===== src/rtl/debug_sequencer.sv =====
// +--------------------------------------------------------------------------+
// | debug_sequencer : run/step/freeze control and PC + register dump to UART |
// | rev 1.0                                                                  |
// +--------------------------------------------------------------------------+
`default_nettype none

module debug_sequencer #(
  parameter int NB_DATA     = 32,
  parameter int NB_REG_ADDR = 5,
  parameter int N_REGS      = 32
) (
  input  logic                   i_clk,
  input  logic                   i_reset,
  input  logic [7:0]             i_rx_data,
  input  logic                   i_rx_valid,
  output logic [7:0]             o_tx_data,
  output logic                   o_tx_start,
  input  logic                   i_tx_done,
  input  logic                   i_program_end,
  input  logic [NB_DATA-1:0]     i_pc,
  output logic [NB_REG_ADDR-1:0] o_r_addr,
  input  logic [NB_DATA-1:0]     i_r_data,
  output logic                   o_halt,
  output logic                   o_busy
);

  localparam int NB_IDX = $clog2(N_REGS + 1);

  localparam logic [7:0]        c_cmd_cont  = 8'h43;
  localparam logic [7:0]        c_cmd_step  = 8'h53;
  localparam logic [7:0]        c_cmd_read  = 8'h52;
  localparam logic [1:0]        c_last_byte = 2'd3;
  localparam logic [NB_IDX-1:0] c_last_word = NB_IDX'(N_REGS);

  typedef enum logic [2:0] {
    ST_IDLE      = 3'd0,
    ST_RUN       = 3'd1,
    ST_STEP      = 3'd2,
    ST_LOAD      = 3'd3,
    ST_SEND      = 3'd4,
    ST_WAIT_DONE = 3'd5
  } state_t;

  state_t              r_state;
  state_t              w_next_state;
  logic [NB_IDX-1:0]   r_word_idx;
  logic [1:0]          r_byte_cnt;
  logic [NB_DATA-1:0]  r_shift_reg;
  logic [7:0]          r_tx_data;
  logic [NB_DATA-1:0]  w_load_word;

  always_ff @(posedge i_clk) begin
    if (i_reset) r_state <= ST_IDLE;
    else         r_state <= w_next_state;
  end

  always_comb begin
    w_next_state = r_state;
    case (r_state)
      ST_IDLE: begin
        if (i_rx_valid) begin
          if (i_rx_data == c_cmd_cont)
            w_next_state = i_program_end ? ST_LOAD : ST_RUN;
          else if (i_rx_data == c_cmd_step)
            w_next_state = ST_STEP;
          else if (i_rx_data == c_cmd_read)
            w_next_state = ST_LOAD;
        end
      end
      ST_RUN:  if (i_program_end) w_next_state = ST_LOAD;
      ST_STEP: w_next_state = ST_LOAD;
      ST_LOAD: w_next_state = ST_SEND;
      ST_SEND: w_next_state = ST_WAIT_DONE;
      ST_WAIT_DONE: begin
        if (i_tx_done) begin
          if (r_byte_cnt != c_last_byte)    w_next_state = ST_SEND;
          else if (r_word_idx < c_last_word) w_next_state = ST_LOAD;
          else                               w_next_state = ST_IDLE;
        end
      end
      default: w_next_state = ST_IDLE;
    endcase
  end

  // Word 0 of the frame is the PC; word k>0 is register k-1.
  assign w_load_word = (r_word_idx == '0) ? i_pc : i_r_data;

  always_ff @(posedge i_clk) begin
    if (i_reset) begin
      r_word_idx  <= '0;
      r_byte_cnt  <= '0;
      r_shift_reg <= '0;
      r_tx_data   <= '0;
    end else begin
      case (r_state)
        ST_IDLE, ST_RUN, ST_STEP: begin
          if (w_next_state == ST_LOAD) begin
            r_word_idx <= '0;
            r_byte_cnt <= '0;
          end
        end
        ST_LOAD: begin
          r_shift_reg <= w_load_word;
          r_byte_cnt  <= '0;
          r_tx_data   <= w_load_word[NB_DATA-1 -: 8];
        end
        ST_WAIT_DONE: begin
          if (i_tx_done) begin
            if (r_byte_cnt != c_last_byte) begin
              r_shift_reg <= r_shift_reg << 8;
              r_byte_cnt  <= r_byte_cnt + 2'd1;
              r_tx_data   <= r_shift_reg[NB_DATA-9 -: 8];
            end else if (r_word_idx < c_last_word) begin
              r_word_idx <= r_word_idx + NB_IDX'(1);
            end
          end
        end
        default: ;
      endcase
    end
  end

  // r_tx_data is preloaded with the byte SEND will present, so it equals
  // shift_reg[MSB] during SEND and simply holds at all other times.
  assign o_tx_data  = r_tx_data;
  assign o_tx_start = (r_state == ST_SEND);
  assign o_r_addr   = (r_word_idx == '0) ? '0
                      : NB_REG_ADDR'(r_word_idx - NB_IDX'(1));
  assign o_halt     = !((r_state == ST_RUN) || (r_state == ST_STEP));
  assign o_busy     = (r_state != ST_IDLE);

endmodule

`default_nettype wire

===== config.mk =====
export PLATFORM = sky130hd
export DESIGN_NAME = debug_sequencer
export DESIGN_NICKNAME = d
export VERILOG_FILES = /design/src/rtl/debug_sequencer.sv
export SDC_FILE = /design/constraint.sdc
export NUM_CORES = 1
export LEC_CHECK = 0
export CORE_ASPECT_RATIO = 0.9
export CORE_MARGIN = 2
export CORE_UTILIZATION = 28
export DETAILED_ROUTE_END_ITERATION = 6
export REMOVE_ABC_BUFFERS = 1
export SYNTH_ARGS = -nofsm -noshare
export SYNTH_HDL_FRONTEND = slang
export SYNTH_SLANG_ARGS = --single-unit

===== constraint.sdc =====
create_clock -name i_clk -period 3.25 [get_ports i_clk]
set_input_delay 0.65 -clock i_clk [delete_from_list [all_inputs] [get_ports i_clk]]
set_output_delay 0.65 -clock i_clk [all_outputs]
set_load 0.01 [all_outputs]

# Yosys cells after proc, flatten, opt, wreduce, memory -nomap -nowiden
# Index checks and enable logic that the tools add are counted.
[totals]
reg_bits = 43
out_inout_bits = 16
wordCells = 63
[op_classes]
reduce_logical = 12
order_cmp = 1
n_eq_ne = 15
n_addsub = 3
mux = 27
[ops]
columns = ["cell", "n"]
rows = [
  ["24-bit 2-to-1 mux", 2],
  ["24-bit one-hot mux with 2 select lines", 1],
  ["32-bit 2-to-1 mux", 1],
  ["8-bit by 7-bit equality test with 1-bit output, second input constant", 3],
  ["6-bit 2-to-1 mux", 4],
  ["3-bit 2-to-1 mux", 7],
  ["3-bit one-hot mux with 6 select lines", 1],
  ["8-bit 2-to-1 mux", 2],
  ["8-bit one-hot mux with 2 select lines", 1],
  ["2-bit inequality test, second input constant", 6],
  ["6-bit one-hot mux with 2 select lines", 1],
  ["2-bit 2-to-1 mux", 5],
  ["3-bit by 2-bit equality test with 1-bit output, second input constant", 3],
  ["6-bit by 1-bit adder with 6-bit output, second input constant", 1],
  ["3-bit equality test, second input constant", 2],
  ["6-bit zero test", 1],
  ["6-bit < comparator, second input constant", 1],
  ["2-bit one-hot mux with 3 select lines", 1],
  ["3-bit nonzero test", 2],
  ["5-bit 2-to-1 mux", 1],
  ["5-bit AND reduction", 1],
  ["5-bit by 1-bit subtractor with 5-bit output, second input constant", 1],
  ["4-bit AND reduction", 1],
  ["2-bit nonzero test", 2],
  ["other kinds (7)", 7],
]

# Logic depth before layout (Yosys ltp)
[logic_depth]
depth_word = 9
ltp_mapped = 8
ltp_nobuf = 7

# Worst setup path before layout
# Ideal clock, no wire load.
[synth_path]
kind = "register to output"
start = "register r_word_idx[0]"
end = "output o_r_addr[2]"
required_ps = 2600
path_stages_with_launch = 7
slack_ps = 1020
arrival_ps = 1580
cell_sequence = "dfxtp_1 -> inv_1 -> ha_1 -> or3b_4 -> nor3_4 -> buf_4 -> nor2_1"
[synth_between]
elab_chain_cells = 2
[synth_rtl]
columns = ["element", "line_no", "text"]
rows = [
  ["start: declaration", "46", "logic [NB_IDX-1:0] r_word_idx;"],
  ["start signal: assignment", "114", "r_word_idx <= r_word_idx + NB_IDX'(1);"],
  ["5-bit by 1-bit subtractor with 5-bit output or 6-bit zero test (tied branches)", "128, 127", ""],
  ["5-bit 2-to-1 mux *", "127", "assign o_r_addr = (r_word_idx == '0) ? '0"],
  ["end: declaration", "21", "output logic [NB_REG_ADDR-1:0] o_r_addr,"],
]
# Mark *: on every way between the ends. The rest lies on a longest branch, timed or not.

# Worst setup path after layout
# Same ends and word-level chain as after synthesis.

==> summary.md <==
| Metric | Value |
|---|---|
| Run status | finished, final reports clean |
| Summed negative setup slack over all endpoints | 0 ns |
| Via/cell ratio | 4.82 |
| Hold/Removal Path Class | reg -> reg |
| Number of primary I/O pins | 93 |
| Peak Freq | 364 MHz |
| Multiplexer share of the synthesized area | 0.157 |
| Hold-fix buffer count after cts | 0 |
| Total die area | 9440 um^2 |
| Remaining antenna violation count | 0 |
| Total vias in the final route | 2406 |
| Tot Pwr | 1.06 mW |
| Worst EP required | 2.60 ns |
| Number of cell rows | 32 |
| Flip-flop count of the largest register, all copies and words added | 24 |
| Total global routing track utilization | 0.133 |
| First-pass detailed-route iteration total | 4 |
| Synth Area in Simple Gates | 0.255 |
| Average footprint of a synthesized cell | 8.15 um^2 |
| Clock sinks | 43 |
| Dominant synthesized flop cell | sky130_fd_sc_hd__dfxtp_1 |
| Number of levels the H-tree was split into | 2 |
| Slew HR | 0.389 |
| Synth cell types | 42 |
| Slew @ Worst Pin | 0.916 ns |
| Post-synthesis compound-gate area fraction | 0.155 |
| CTS tree | done |
| Final cell area excluding filler cells | 3550 um^2 |
| Leak Pwr | 1.17 nW |
| Fin util | 0.418 |
| Most used cells in the layout excluding fill and tap cells | 91 x sky130_fd_sc_hd__clkdlybuf4s50_1, 56 x sky130_fd_sc_hd__nand2_1, 43 x sky130_fd_sc_hd__dfxtp_1 |
| Die width | 102 um |
| Yosys Warn Count | 0 |
| Final hold vios | 0 |
| Pwr Density | 298 nW/um^2 |
| Cells along the critical path | inv_1, ha_1, or3b_4, nor3_4, nor2_1, clkdlybuf4s50_1 |
| Total congestion overflow | 0 |
| Final weighted congestion in routability-driven placement | 0.787 |
| Longest individual stage delay on the worst path | 0.49 ns |
| Number of global-route vias before repair | 2220 |
| Number of nets in the finished design | 460 |
| Number of remaining DRC errors | 0 |
| Number of DRC markers in iteration 0 | 120 |
| Syn-to-layout area delta | 46.0% |
| XOR/XNOR Fraction of Synth Area | 0.0108 |
| Worst path slowest cell | sky130_fd_sc_hd__clkdlybuf4s50_1 |
| Share of synthesized flip-flops with an asynchronous set or reset | 0 |
| Category of the worst setup path capture point | primary output |
| Clk Tree Root Cell | sky130_fd_sc_hd__clkbuf_8 |
| Worst setup skew after layout | 0.00386 ns |
| Post-CTS resize count | 0 |
| Final critical-path share of the clock period | 0.845 |
| Final count of negative-setup-slack endpoints | 0 |
| Main combinational cell family by area after synthesis | simple AND/OR/NAND/NOR gates |
| Inserted Clock Buffers | 5 |
| Share of cells above drive strength 1 | 0.116 |
| Avg WL per Cell | 12.5 um |
| Max IR drop VDD | 0.000175 V |
| Count of antenna diodes in the layout | 0 |
| Area of placed instances | 3440 um^2 |
| Maximum number of pins on one net before global-route repair | 46 |
| Flops & latches, synth | 43 |
| Cell area after technology mapping | 2430 um^2 |
| Setup CP Type | reg -> out |
| Final max-slew violation count | 0 |
| Portion of the post-synthesis area used by sequential elements | 0.354 |
| Tmin final | 2.75 ns |
| Post-detailed-placement half-perimeter wirelength | 4550 um |
| Clock Latency Late Sink | 0.29 ns |
| First-pass GRT wire length | 10200 um |
| Count of port buffers added during placement | 92 |
| Effective utilization at floorplan | 0.286 |
| Filler Cells Inserted | 897 |
| Die boundary height | 92.4 um |
| Maximum fanout count along the critical path | 6 |
| Clock buffer depth | 2 |
| Adder-cell share of the synthesized area | 0.0155 |
| Floorplan Core Area | 8490 um^2 |
| Arrival time of data at the critical path endpoint | 2.10 ns |
| Antenna violations before repair | 0 |
| Startpoint type of the worst setup path | flop |
| Synth Instances | 298 |
| Count of maximum capacitance violations | 0 |
| Most common library cell in the layout ignoring fill and taps | sky130_fd_sc_hd__clkdlybuf4s50_1 |
| Number of flops mapped to enable cells by yosys | 0 |
| Final routed wirelength across all metal layers | 6250 um |
| Postcts setup bufs | 0 |
| Unrepaired setup endpoints after global routing | no |
| Reg clk slew, reported paths | 0.07 ns |
[final timing paths]
kind | start | to | slack [ns] | cells after the start
min reg2reg | r_shift_reg[23] | r_shift_reg[23] | 0.46 | 2
max | r_word_idx[0] | o_r_addr[2] | 0.50 | 6
max reg2reg | r_word_idx[0] | r_shift_reg[1] | 0.90 | 8
min | r_shift_reg[23] | r_shift_reg[23] | 0.46 | 2
[per-stage QoR]
step                instances  hold slack (ns)  setup WS (ns)
floorplan                 273            0.430          0.543
global placement          492            0.453          0.634
detailed placement        492            0.455          0.599
CTS                       499            0.467          0.458
global route              499            0.485          0.340
finish                    499            0.462          0.502
[layer usage]
| layer | share of wire | GRT usage | wire, um |
|---|---|---|---|
| met4 | 0.014 | 0.0489 | 90 |
| met3 | 0.049 | 0.0279 | 304 |
| met2 | 0.47 | 0.217 | 2950 |
| met1 | 0.46 | 0.173 | 2900 |
| met5 | 0 | 0 | 0 |
[area by class of cell]
cell class / instances / area, um^2 / share of cell area
clock buffers: 6 / 72.6 / 0.0205
repair buffers: 100 / 976 / 0.275
clock inverters: 1 / 30.0 / 0.00847
inverters: 3 / 11.3 / 0.00318
well taps: 119 / 149 / 0.0420
flip-flops and latches: 43 / 861 / 0.243
multi-input cells: 227 / 1450 / 0.408
[cells in the mapped netlist, types with 2 or more instances]
library cell,n,area share
sky130_fd_sc_hd__a211oi_1,3,0.0093
sky130_fd_sc_hd__o21ai_0,2,0.0041
sky130_fd_sc_hd__mux2i_1,2,0.0082
sky130_fd_sc_hd__xnor2_1,2,0.0072
sky130_fd_sc_hd__nand2_1,56,0.087
sky130_fd_sc_hd__nand3_1,26,0.054
sky130_fd_sc_hd__buf_2,3,0.0062
sky130_fd_sc_hd__nor3_1,5,0.010
sky130_fd_sc_hd__nand4_1,2,0.0052
sky130_fd_sc_hd__mux2_1,8,0.037
sky130_fd_sc_hd__nor2_1,20,0.031
sky130_fd_sc_hd__a31oi_1,24,0.062
sky130_fd_sc_hd__a311oi_1,4,0.014
sky130_fd_sc_hd__or3_1,2,0.0052
sky130_fd_sc_hd__a21oi_1,6,0.012
sky130_fd_sc_hd__dfxtp_1,43,0.35
sky130_fd_sc_hd__and3_1,2,0.0052
sky130_fd_sc_hd__a41oi_1,2,0.0072
sky130_fd_sc_hd__mux2_2,24,0.11
sky130_fd_sc_hd__a22oi_1,8,0.025
sky130_fd_sc_hd__ha_1,3,0.015
sky130_fd_sc_hd__nand2b_1,10,0.026
sky130_fd_sc_hd__nand3b_1,2,0.0062
sky130_fd_sc_hd__buf_6,2,0.0093
sky130_fd_sc_hd__inv_1,3,0.0046
sky130_fd_sc_hd__clkbuf_1,18,0.028
[worst max-delay path, delay by kind of cell (launching register included)]
family                   cells  cell delay, ns
buffers and inverters        2            0.58
AND/OR/NAND/NOR              3            0.70
flip-flops                   1            0.36
adder cells (fa/ha/maj)      1            0.17
[kinds of logic after synthesis]
group / count (synthesis)
AND/OR/NAND/NOR: 131
flip-flops: 43
buffers and inverters: 28
multiplexers: 34
AO/OA/AOI/OAI: 56
XOR/XNOR: 3
adder cells (fa/ha/maj): 3
[where the power goes]
part	total, mW	internal (mW)	switching [mW]
combinational	0.135	0.100	0.0347
sequential	0.529	0.527	0.00180
clock	0.394	0.225	0.169
No activity file was read; power rests on OpenSTA's default activity.
